===== config.mk =====
export PLATFORM = sky130hd
export DESIGN_NAME = clkdiv_sched_flat
export DESIGN_NICKNAME = d
export VERILOG_FILES = /design/src/rtl/clkdiv_pkg.sv /design/src/rtl/clkdiv_sched_if.sv /design/src/rtl/clkdiv_chan.sv /design/src/rtl/clkdiv_sched.sv /design/src/flat_wrapper.sv
export SDC_FILE = /design/constraint.sdc
export NUM_CORES = 1
export LEC_CHECK = 0
export CAP_MARGIN = 20
export CORE_MARGIN = 3
export CORE_UTILIZATION = 46
export DETAILED_ROUTE_END_ITERATION = 8
export PLACE_DENSITY = 0.73
export SKIP_CTS_REPAIR_TIMING = 1
export SLEW_MARGIN = 20
export SYNTH_ARGS = -nofsm -noshare
export SYNTH_HDL_FRONTEND = slang
export SYNTH_SLANG_ARGS = --single-unit

===== constraint.sdc =====
create_clock -name clk -period 21.7 [get_ports clk]
set_input_delay 5.425 -clock clk [delete_from_list [all_inputs] [get_ports clk]]
set_output_delay 5.425 -clock clk [all_outputs]
set_load 0.01 [all_outputs]

===== src/rtl/clkdiv_pkg.sv =====
// Shared constants, configuration record and divisor clamp for the clock-enable scheduler.
package clkdiv_pkg;

    localparam int NCH_DEF  = 4;
    localparam int DIVW_DEF = 16;
    localparam int NCH_MAX  = 16;
    localparam int DIV_MAXW = 32;

    typedef struct packed {
        logic [DIV_MAXW-1:0] div;
        logic                en;
    } chan_cfg_t;

    // A divisor of zero has no meaningful period, so it behaves like one.
    function automatic logic [DIV_MAXW-1:0] clamp_div(input logic [DIV_MAXW-1:0] d);
        return (d == '0) ? DIV_MAXW'(1) : d;
    endfunction

endpackage


===== src/rtl/clkdiv_sched_if.sv =====
// Configuration write port and per-channel outputs of the clock-enable scheduler.
interface clkdiv_sched_if #(
    parameter int NCH  = 4,
    parameter int DIVW = 16
) ();

    localparam int CHW = (NCH > 1) ? $clog2(NCH) : 1;

    logic            cfg_valid;
    logic            cfg_ready;
    logic [CHW-1:0]  cfg_ch;
    logic [DIVW-1:0] cfg_div;
    logic            cfg_en;
    logic [NCH-1:0]  tick;
    logic [NCH-1:0]  slow_clk;
    logic [NCH-1:0]  active;

    modport master (
        output cfg_valid, cfg_ch, cfg_div, cfg_en,
        input  cfg_ready, tick, slow_clk, active
    );

    modport slave (
        input  cfg_valid, cfg_ch, cfg_div, cfg_en,
        output cfg_ready, tick, slow_clk, active
    );

endinterface


===== src/rtl/clkdiv_chan.sv =====
// One scheduler channel: period counter, current and pending configuration,
// tick pulse and slow clock generation. New settings take effect only at a
// period boundary so consumers never see a runt or stretched period.
module clkdiv_chan #(
    parameter int DIVW = 16
) (
    input  logic            clk,
    input  logic            rst,
    input  logic            wr,
    input  logic [DIVW-1:0] wr_div,
    input  logic            wr_en,
    output logic            tick,
    output logic            slow_clk,
    output logic            active,
    output logic            pend
);

    logic [DIVW-1:0] cnt;
    logic [DIVW-1:0] div_cur;
    logic [DIVW-1:0] div_pend;
    logic            en_cur;
    logic            en_pend;

    logic            at_wrap;
    logic            apply_now;
    logic            apply_pend;
    logic            capture;
    logic [DIVW-1:0] div_next;
    logic [DIVW-1:0] cnt_next;
    logic            en_next;
    logic            tick_next;
    logic            slow_next;

    // Work out next configuration, counter and outputs; writes to a stopped channel or landing on the tick apply at once
    always_comb begin
        at_wrap    = en_cur && (cnt == div_cur - DIVW'(1));
        apply_now  = wr && (!en_cur || at_wrap);
        apply_pend = pend && at_wrap;
        capture    = wr && en_cur && !at_wrap;

        div_next = div_cur;
        en_next  = en_cur;
        if (apply_now) begin
            div_next = wr_div;
            en_next  = wr_en;
        end else if (apply_pend) begin
            div_next = div_pend;
            en_next  = en_pend;
        end

        if (apply_now || apply_pend || !en_cur || at_wrap) begin
            cnt_next = '0;
        end else begin
            cnt_next = cnt + DIVW'(1);
        end

        tick_next = en_next && (cnt_next == div_next - DIVW'(1));
        slow_next = en_next && (slow_clk ^ tick_next);
    end

    // Counter, live configuration and registered outputs advance together
    always_ff @(posedge clk or posedge rst) begin
        if (rst) begin
            cnt      <= '0;
            div_cur  <= '0;
            en_cur   <= 1'b0;
            tick     <= 1'b0;
            slow_clk <= 1'b0;
        end else begin
            cnt      <= cnt_next;
            div_cur  <= div_next;
            en_cur   <= en_next;
            tick     <= tick_next;
            slow_clk <= slow_next;
        end
    end

    // Park a write to a running channel until its next tick, then release it
    always_ff @(posedge clk or posedge rst) begin
        if (rst) begin
            pend     <= 1'b0;
            div_pend <= '0;
            en_pend  <= 1'b0;
        end else if (capture) begin
            pend     <= 1'b1;
            div_pend <= wr_div;
            en_pend  <= wr_en;
        end else if (apply_pend) begin
            pend     <= 1'b0;
        end
    end

    assign active = en_cur;

endmodule


===== src/rtl/clkdiv_sched.sv =====
// Runtime-programmable clock-enable scheduler: decodes the configuration
// write port onto NCH independent channels and reports per-channel readiness.
module clkdiv_sched
    import clkdiv_pkg::*;
#(
    parameter int NCH  = NCH_DEF,
    parameter int DIVW = DIVW_DEF
) (
    input logic          clk,
    input logic          rst,
    clkdiv_sched_if.slave bus
);

    localparam int CHW  = (NCH > 1) ? $clog2(NCH) : 1;
    localparam int PADW = 2 ** CHW;

    logic [NCH-1:0]  pend;
    logic [NCH-1:0]  wr;
    logic [NCH-1:0]  tick;
    logic [NCH-1:0]  slow_clk;
    logic [NCH-1:0]  active;
    logic [PADW-1:0] pend_pad;
    logic            ready;
    logic            accept;
    logic [DIVW-1:0] wr_div;

    // Unused channel indices read as never pending, so writes to them are accepted and dropped
    assign pend_pad      = PADW'(pend);
    assign ready         = !pend_pad[bus.cfg_ch];
    assign bus.cfg_ready = ready;
    assign accept        = bus.cfg_valid && ready;
    assign wr_div        = DIVW'(clamp_div(DIV_MAXW'(bus.cfg_div)));

    for (genvar i = 0; i < NCH; i++) begin : g_chan
        assign wr[i] = accept && (bus.cfg_ch == CHW'(i));

        clkdiv_chan #(
            .DIVW (DIVW)
        ) u_chan (
            .clk      (clk),
            .rst      (rst),
            .wr       (wr[i]),
            .wr_div   (wr_div),
            .wr_en    (bus.cfg_en),
            .tick     (tick[i]),
            .slow_clk (slow_clk[i]),
            .active   (active[i]),
            .pend     (pend[i])
        );
    end

    assign bus.tick     = tick;
    assign bus.slow_clk = slow_clk;
    assign bus.active   = active;

endmodule


===== src/flat_wrapper.sv =====
// flat-port wrapper written by rule: the top's interface ports become plain ports
module clkdiv_sched_flat import clkdiv_pkg::*;
#(
    parameter int NCH  = NCH_DEF,
    parameter int DIVW = DIVW_DEF
)
  (clk, rst, bus_cfg_valid, bus_cfg_ch, bus_cfg_div, bus_cfg_en, bus_cfg_ready, bus_tick, bus_slow_clk, bus_active);
  clkdiv_sched_if #(.NCH(NCH), .DIVW(DIVW)) bus_i ();
  input logic clk;
  input logic rst;
  input wire logic [$bits(bus_i.cfg_valid)-1:0] bus_cfg_valid;
  input wire logic [$bits(bus_i.cfg_ch)-1:0] bus_cfg_ch;
  input wire logic [$bits(bus_i.cfg_div)-1:0] bus_cfg_div;
  input wire logic [$bits(bus_i.cfg_en)-1:0] bus_cfg_en;
  output wire logic [$bits(bus_i.cfg_ready)-1:0] bus_cfg_ready;
  output wire logic [$bits(bus_i.tick)-1:0] bus_tick;
  output wire logic [$bits(bus_i.slow_clk)-1:0] bus_slow_clk;
  output wire logic [$bits(bus_i.active)-1:0] bus_active;
  assign bus_i.cfg_valid = bus_cfg_valid;
  assign bus_i.cfg_ch = bus_cfg_ch;
  assign bus_i.cfg_div = bus_cfg_div;
  assign bus_i.cfg_en = bus_cfg_en;
  assign bus_cfg_ready = bus_i.cfg_ready;
  assign bus_tick = bus_i.tick;
  assign bus_slow_clk = bus_i.slow_clk;
  assign bus_active = bus_i.active;
  clkdiv_sched #(.NCH(NCH), .DIVW(DIVW)) u_core (.clk(clk), .rst(rst), .bus(bus_i));
endmodule

Yosys cells after proc, flatten, opt, wreduce, memory -nomap -nowiden
Index checks and enable logic that the tools add are counted.
{"block": "totals", "ramBits": 0, "mem_bits_ro": 0, "latchBits": 0, "reg_bits": 212, "in_bits": 22, "out_inout_bits": 13, "word_cells": 155, "mem_count": 0}
{"block": "classes", "muxes": 31, "shifts": 0, "n_reduce_logical": 64, "mul": 0, "n_lt_le_gt_ge": 1, "n_eq_ne": 11, "bitwise": 4, "add_sub_neg": 12, "div_mod_pow": 0}
{"operator": "2-to-1 mux 16 bit", "count": 13}
{"operator": "== test 16 bit", "count": 8}
{"operator": "subtractor 16 x 1 -> 16 bit, second input constant", "count": 8}
{"operator": "adder 16 x 1 -> 16 bit, second input constant", "count": 4}
{"operator": "logical AND 1 bit", "count": 33}
{"operator": "2-to-1 mux 1 bit", "count": 17}
{"operator": "zero test 16 bit", "count": 1}
{"operator": "logical OR 1 bit", "count": 16}
{"operator": "zero test 1 bit", "count": 9}
{"operator": "nonzero test 2 bit", "count": 4}
{"operator": "== test 2 bit, second input constant", "count": 2}
{"operator": "XOR 1 bit", "count": 4}
{"operator": "less-than comparator 2 x 3 -> 1 bit, second input constant", "count": 1}
{"operator": "binary-select mux 1 bit (select 2 bit)", "count": 1}
{"operator": "== test 2 x 1 -> 1 bit, second input constant", "count": 1}
{"operator": "zero test 2 bit", "count": 1}

Longest topological paths before layout
{"block": "logic_depth", "word_depth": 14, "depth_mapped": 25, "ltp_nobuf": 21}

By module
From an unflattened synthesis, not the netlist that was laid out.
{"block": "unflattened", "cells_unflattened": 1847, "hier_area_um2": 16458.3}
{"module": "clkdiv_chan (u_core.g_chan[0].u_chan ...)", "cells_per_inst": 464, "seq_area_each_um2": 1326.3, "area_each_um2": 4103.9, "n_inst": 2}
{"module": "clkdiv_chan (u_core.g_chan[2].u_chan)", "cells_per_inst": 452, "seq_area_each_um2": 1326.3, "area_each_um2": 4122.7, "n_inst": 1}
{"module": "clkdiv_chan (u_core.g_chan[3].u_chan)", "cells_per_inst": 440, "seq_area_each_um2": 1326.3, "area_each_um2": 3973.8, "n_inst": 1}
{"module": "clkdiv_sched", "cells_per_inst": 27, "seq_area_each_um2": 0.0, "area_each_um2": 153.9, "n_inst": 1}

Worst setup path before layout
No wires, ideal clock.
{"block": "synth_timing", "path_kind": "input to output", "from": "input bus_cfg_ch[0]", "to": "output bus_cfg_ready", "required_ps": 16275, "path_stages": 3, "path_slack_ps": 10003, "arrival_ps": 6272, "n_path_buf": 1, "cell_sequence": "clkbuf_1 mux4_2 inv_1"}
{"block": "synth_between", "elab_chain_len": 3}
{"item": "start, declared", "line": "flat_wrapper.sv:12", "source": "input wire logic [$bits(bus_i.cfg_ch)-1:0] bus_cfg_ch;"}
{"item": "binary-select mux 1 bit (select 2 bit)", "line": "clkdiv_sched.sv:29", "source": "assign ready = !pend_pad[bus.cfg_ch];"}
{"item": "2-to-1 mux 1 bit (not written as such)", "line": "clkdiv_sched.sv:29"}
{"item": "zero test 1 bit", "line": "clkdiv_sched.sv:29"}
{"item": "end, declared", "line": "flat_wrapper.sv:15", "source": "output wire logic [$bits(bus_i.cfg_ready)-1:0] bus_cfg_ready;"}
Every way passes these cells. The select of a mux whose other input is x is not followed.

Worst setup path after layout
Same ends and word-level chain as after synthesis.

==> summary.txt <==
Run status
  – Status: finished, final reports clean

Global route
  – Total grt overflow: 0
  – Number of global-route vias before repair: 13500
  – Antenna violations before repair: 0
  – Met2 GRT Util: 0.407
  – First-pass GRT wire length: 74400 µm
  – Grt met1 use: 0.357
  – Met3 Track Usage GR: 0.0474
  – Global route hottest layer: met2
  – Gr usage total: 0.259
  – Largest net degree at the start of global routing: 134

Die
  – Horiz. Die Dim: 188 µm
  – Core ar.: 32600 µm²
  – I/O pin cnt: 35
  – Die Y: 188 µm
  – Initial Util: 0.469
  – Std cell rows: 66
  – DIE AREA: 35500 µm²

Power and ir drop
  – Power Density: 105 nW/µm²
  – Worst VDD drop: 0.0000653 V
  – Leak: 0.00698 µW

Job
  – Max-Cap Viols: 0

Worst hold path
  – Hold Path End: u_core.g_chan[2].u_chan.div_pend[10]$_DFFE_PP0P_
  – Hold path start: u_core.g_chan[2].u_chan.div_pend[10]$_DFFE_PP0P_
  – Worst hold path type: flop to flop
  – Hold Path Stages: 2

Drt
  – Residual DRC: 0
  – WL/cell: 21.1 µm
  – Antenna Violating Nets Remaining: 0
  – Detailed-route via count: 13900
  – DRT Pass-1 Iters: 6
  – Iter 0 DRT Violations: 1119
  – Final wirelength: 46900 µm
  – Vias per cell: 6.23

Setup path
  – WP buf/inv: 3
  – Slowest-stage cell, CP: clkdlybuf4s50_1
  – Reg-to-Reg End: u_core.g_chan[0].u_chan.slow_clk$_DFF_PP0_
  – Cells on worst reg2reg path: 19
  – Maximum fanout along the worst path: 9
  – Worst EP arrival: 7260 ps
  – FF-to-FF setup slack: 15060 ps
  – Cell family with most CP delay: buffers and inverters
  – Critical path launch point type: input pin
  – Endpoint type of the worst setup path: output port
  – CP dominant cell by count: clkdlybuf4s50_1
  – Crit path largest cell delay: 630 ps
  – Req. time, crit path: 16270 ps
  – CP cell instances: clkdlybuf4s50_1 -> mux4_2 -> inv_1 -> clkdlybuf4s50_1
  – Worst reg2reg path startpoint: u_core.g_chan[0].u_chan.div_cur[0]$_DFF_PP0_
  – Crit Path Class: input pin to output port

Clocking
  – CTS H-tree lvls: 1
  – CTS sink count: 212
  – Skew-Pair Late Insertion Delay: 530 ps
  – CTS buffer count: 25
  – TritonCTS clock tree: built
  – Clock transition at path regs: 60 ps
  – Longest Clk Path Bufs: 3
  – CTS root buf: clkbuf_16

Timing
  – RSZ-0062 raised after global routing: no
  – Max frequency: 78.8 MHz
  – Min cycle time layout: 12690 ps
  – Fin. max-slew vios: 0
  – Final hold vios: 0
  – Min Hold Slack: 486 ps
  – Worst Clk Skew: 9.62 ps
  – Final setup TNS: 0 ps
  – Final period utilization: 0.585
  – Slew HR: 0.290
  – Worst slew pin tran: 1040 ps
  – Setup-failing EPs final: 0

Yosys
  – Mapped cell area: 15300 µm²
  – Post-synth ARST share: 1.00
  – EDFF count, synth: 0
  – Synth cell types: 91
  – Register area share after synthesis: 0.347
  – Post-Syn Instances: 1780
  – FF+latch count, synth: 212
  – Yosys top cell by area: dfrtp_1
  – Synth top area cells: dfrtp_1 35%, xnor2_1 6.6%, mux2_2 4.6%
  – Syn Area/Cell: 8.59 µm²
  – Primary FF master, synth: dfrtp_1
  – Syn Nets: 1814
  – Yosys synthesis warning count: 0
  – Share of the synthesized area in the top cell type: 0.347

Place
  – Port bufs: 34
  – DP HPWL: 34400 µm
  – RePlAce Congestion: 0.950

Layout
  – Share of layout cells above drive strength 1: 0.0976
  – Layout Nets: 1799
  – Layout area overhead: 10.3%
[cell usage after synthesis, drive strengths merged (20+ instances only)]
library cell	instances
mux2i	53
and2	23
nand4	24
xor2	73
or3	22
nand3	59
nor4	28
dfrtp	212
mux2	65
nor3	89
a21oi	88
xnor2	115
clkbuf	83
a211oi	27
nor2	181
and3	22
o21ai	90
buf	20
inv	76
nand2	123
[state kept, by name, indices dropped and copies added (netlist names)]
signal / flops
u_core.g_chan.u_chan.div_pend: 64
u_core.g_chan.u_chan.active: 4
u_core.g_chan.u_chan.tick: 4
u_core.g_chan.u_chan.div_cur: 64
u_core.g_chan.u_chan.slow_clk: 4
u_core.g_chan.u_chan.pend: 4
u_core.g_chan.u_chan.cnt: 64
u_core.g_chan.u_chan.en_pend: 4
[per-stage QoR]
stage / instances / area (µm²) / util / power (µW) / setup slack (ps)
CTS: 2224 / 16900 / 0.517 / 1760 / 9010
floorplan: 1780 / 15300 / - / 1110 / 10000
global placement: 2180 / 16000 / 0.490 / 1280 / 9040
finish: 2225 / 16900 / 0.517 / 1770 / 9010
detailed placement: 2180 / 16000 / 0.490 / 1300 / 9010
global route: 2224 / 16900 / 0.517 / 1880 / 8930
[cells in the final DEF (no fill, tap or decap), drive strengths merged, types with 8 or more instances in the layout]
cell | Yosys | layout
nand2b | 12 | 12
nor4 | 28 | 28
mux2i | 53 | 53
ha | 12 | 12
or2 | 13 | 13
nand4 | 24 | 24
nand2 | 123 | 123
inv | 76 | 76
buf | 20 | 27
o22ai | 17 | 17
and2 | 23 | 23
clkdlybuf4s50 | 0 | 34
or3 | 22 | 22
a31oi | 15 | 15
dfrtp | 212 | 212
a21oi | 88 | 88
a211oi | 27 | 27
nor2b | 17 | 17
nor2 | 181 | 181
a21o | 13 | 13
mux2 | 65 | 65
xor2 | 73 | 73
o21ai | 90 | 90
nor4b | 10 | 10
nand3 | 59 | 59
nand4b | 10 | 10
clkbuf | 83 | 34
or4 | 13 | 13
o31ai | 15 | 15
xnor2 | 115 | 115
and4 | 8 | 8
o211ai | 11 | 11
and3 | 22 | 22
nor3 | 89 | 89
[routing by layer]
layer / routed length [µm] / vias to the layer above / share of wire
li1: - / 6436 / -
met1: 20200 / 6698 / 0.43
met2: 21100 / 605 / 0.45
met3: 3830 / 118 / 0.082
met4: 1750 / 0 / 0.037
met5: 0 / - / 0
[worst min-delay path, delay by kind of cell (launching register included)]
| kind | cells | cell delay (ps) |
|---|---|---|
| AOI/OAI and AO/OA | 1 | 60 |
| DFF | 1 | 340 |
| and+or+nand+nor | 1 | 50 |
[logic make-up after synthesis]
family,share of synthesized area
xor+xnor,0.111
mux,0.0853
compound gates,0.174
flops,0.347
fa+ha+maj,0.00981
buf+inv,0.0476
simple gates,0.226
[worst max path at each step]
| stage | start | cells after the start | to |
|---|---|---|---|
| after floorplan | bus_cfg_ch[0] | 3 | bus_cfg_ready |
| after global placement | bus_cfg_ch[0] | 4 | bus_cfg_ready |
| after detailed placement | bus_cfg_ch[0] | 4 | bus_cfg_ready |
| after CTS | bus_cfg_ch[0] | 4 | bus_cfg_ready |
| after global routing | bus_cfg_ch[0] | 4 | bus_cfg_ready |
| final | bus_cfg_ch[0] | 4 | bus_cfg_ready |
[where the power goes]
group	leakage, µW	switching, µW	total, µW	internal [µW]
sequential	0.00260	164	669	505
clock	0.000425	171	455	284
combinational	0.00396	363	647	284
[area by class of cell]
class / instances / area [µm²]
antenna: 1 / 2.50
sequential: 212 / 5310
clock buffer: 34 / 699
fill: 3056 / 15800
inverter: 76 / 293
clock inverter: 10 / 180
tap: 442 / 553
timing repair buffer: 61 / 547
multi-input combinational: 1389 / 9290
No activity file was read; power rests on OpenSTA's default activity.
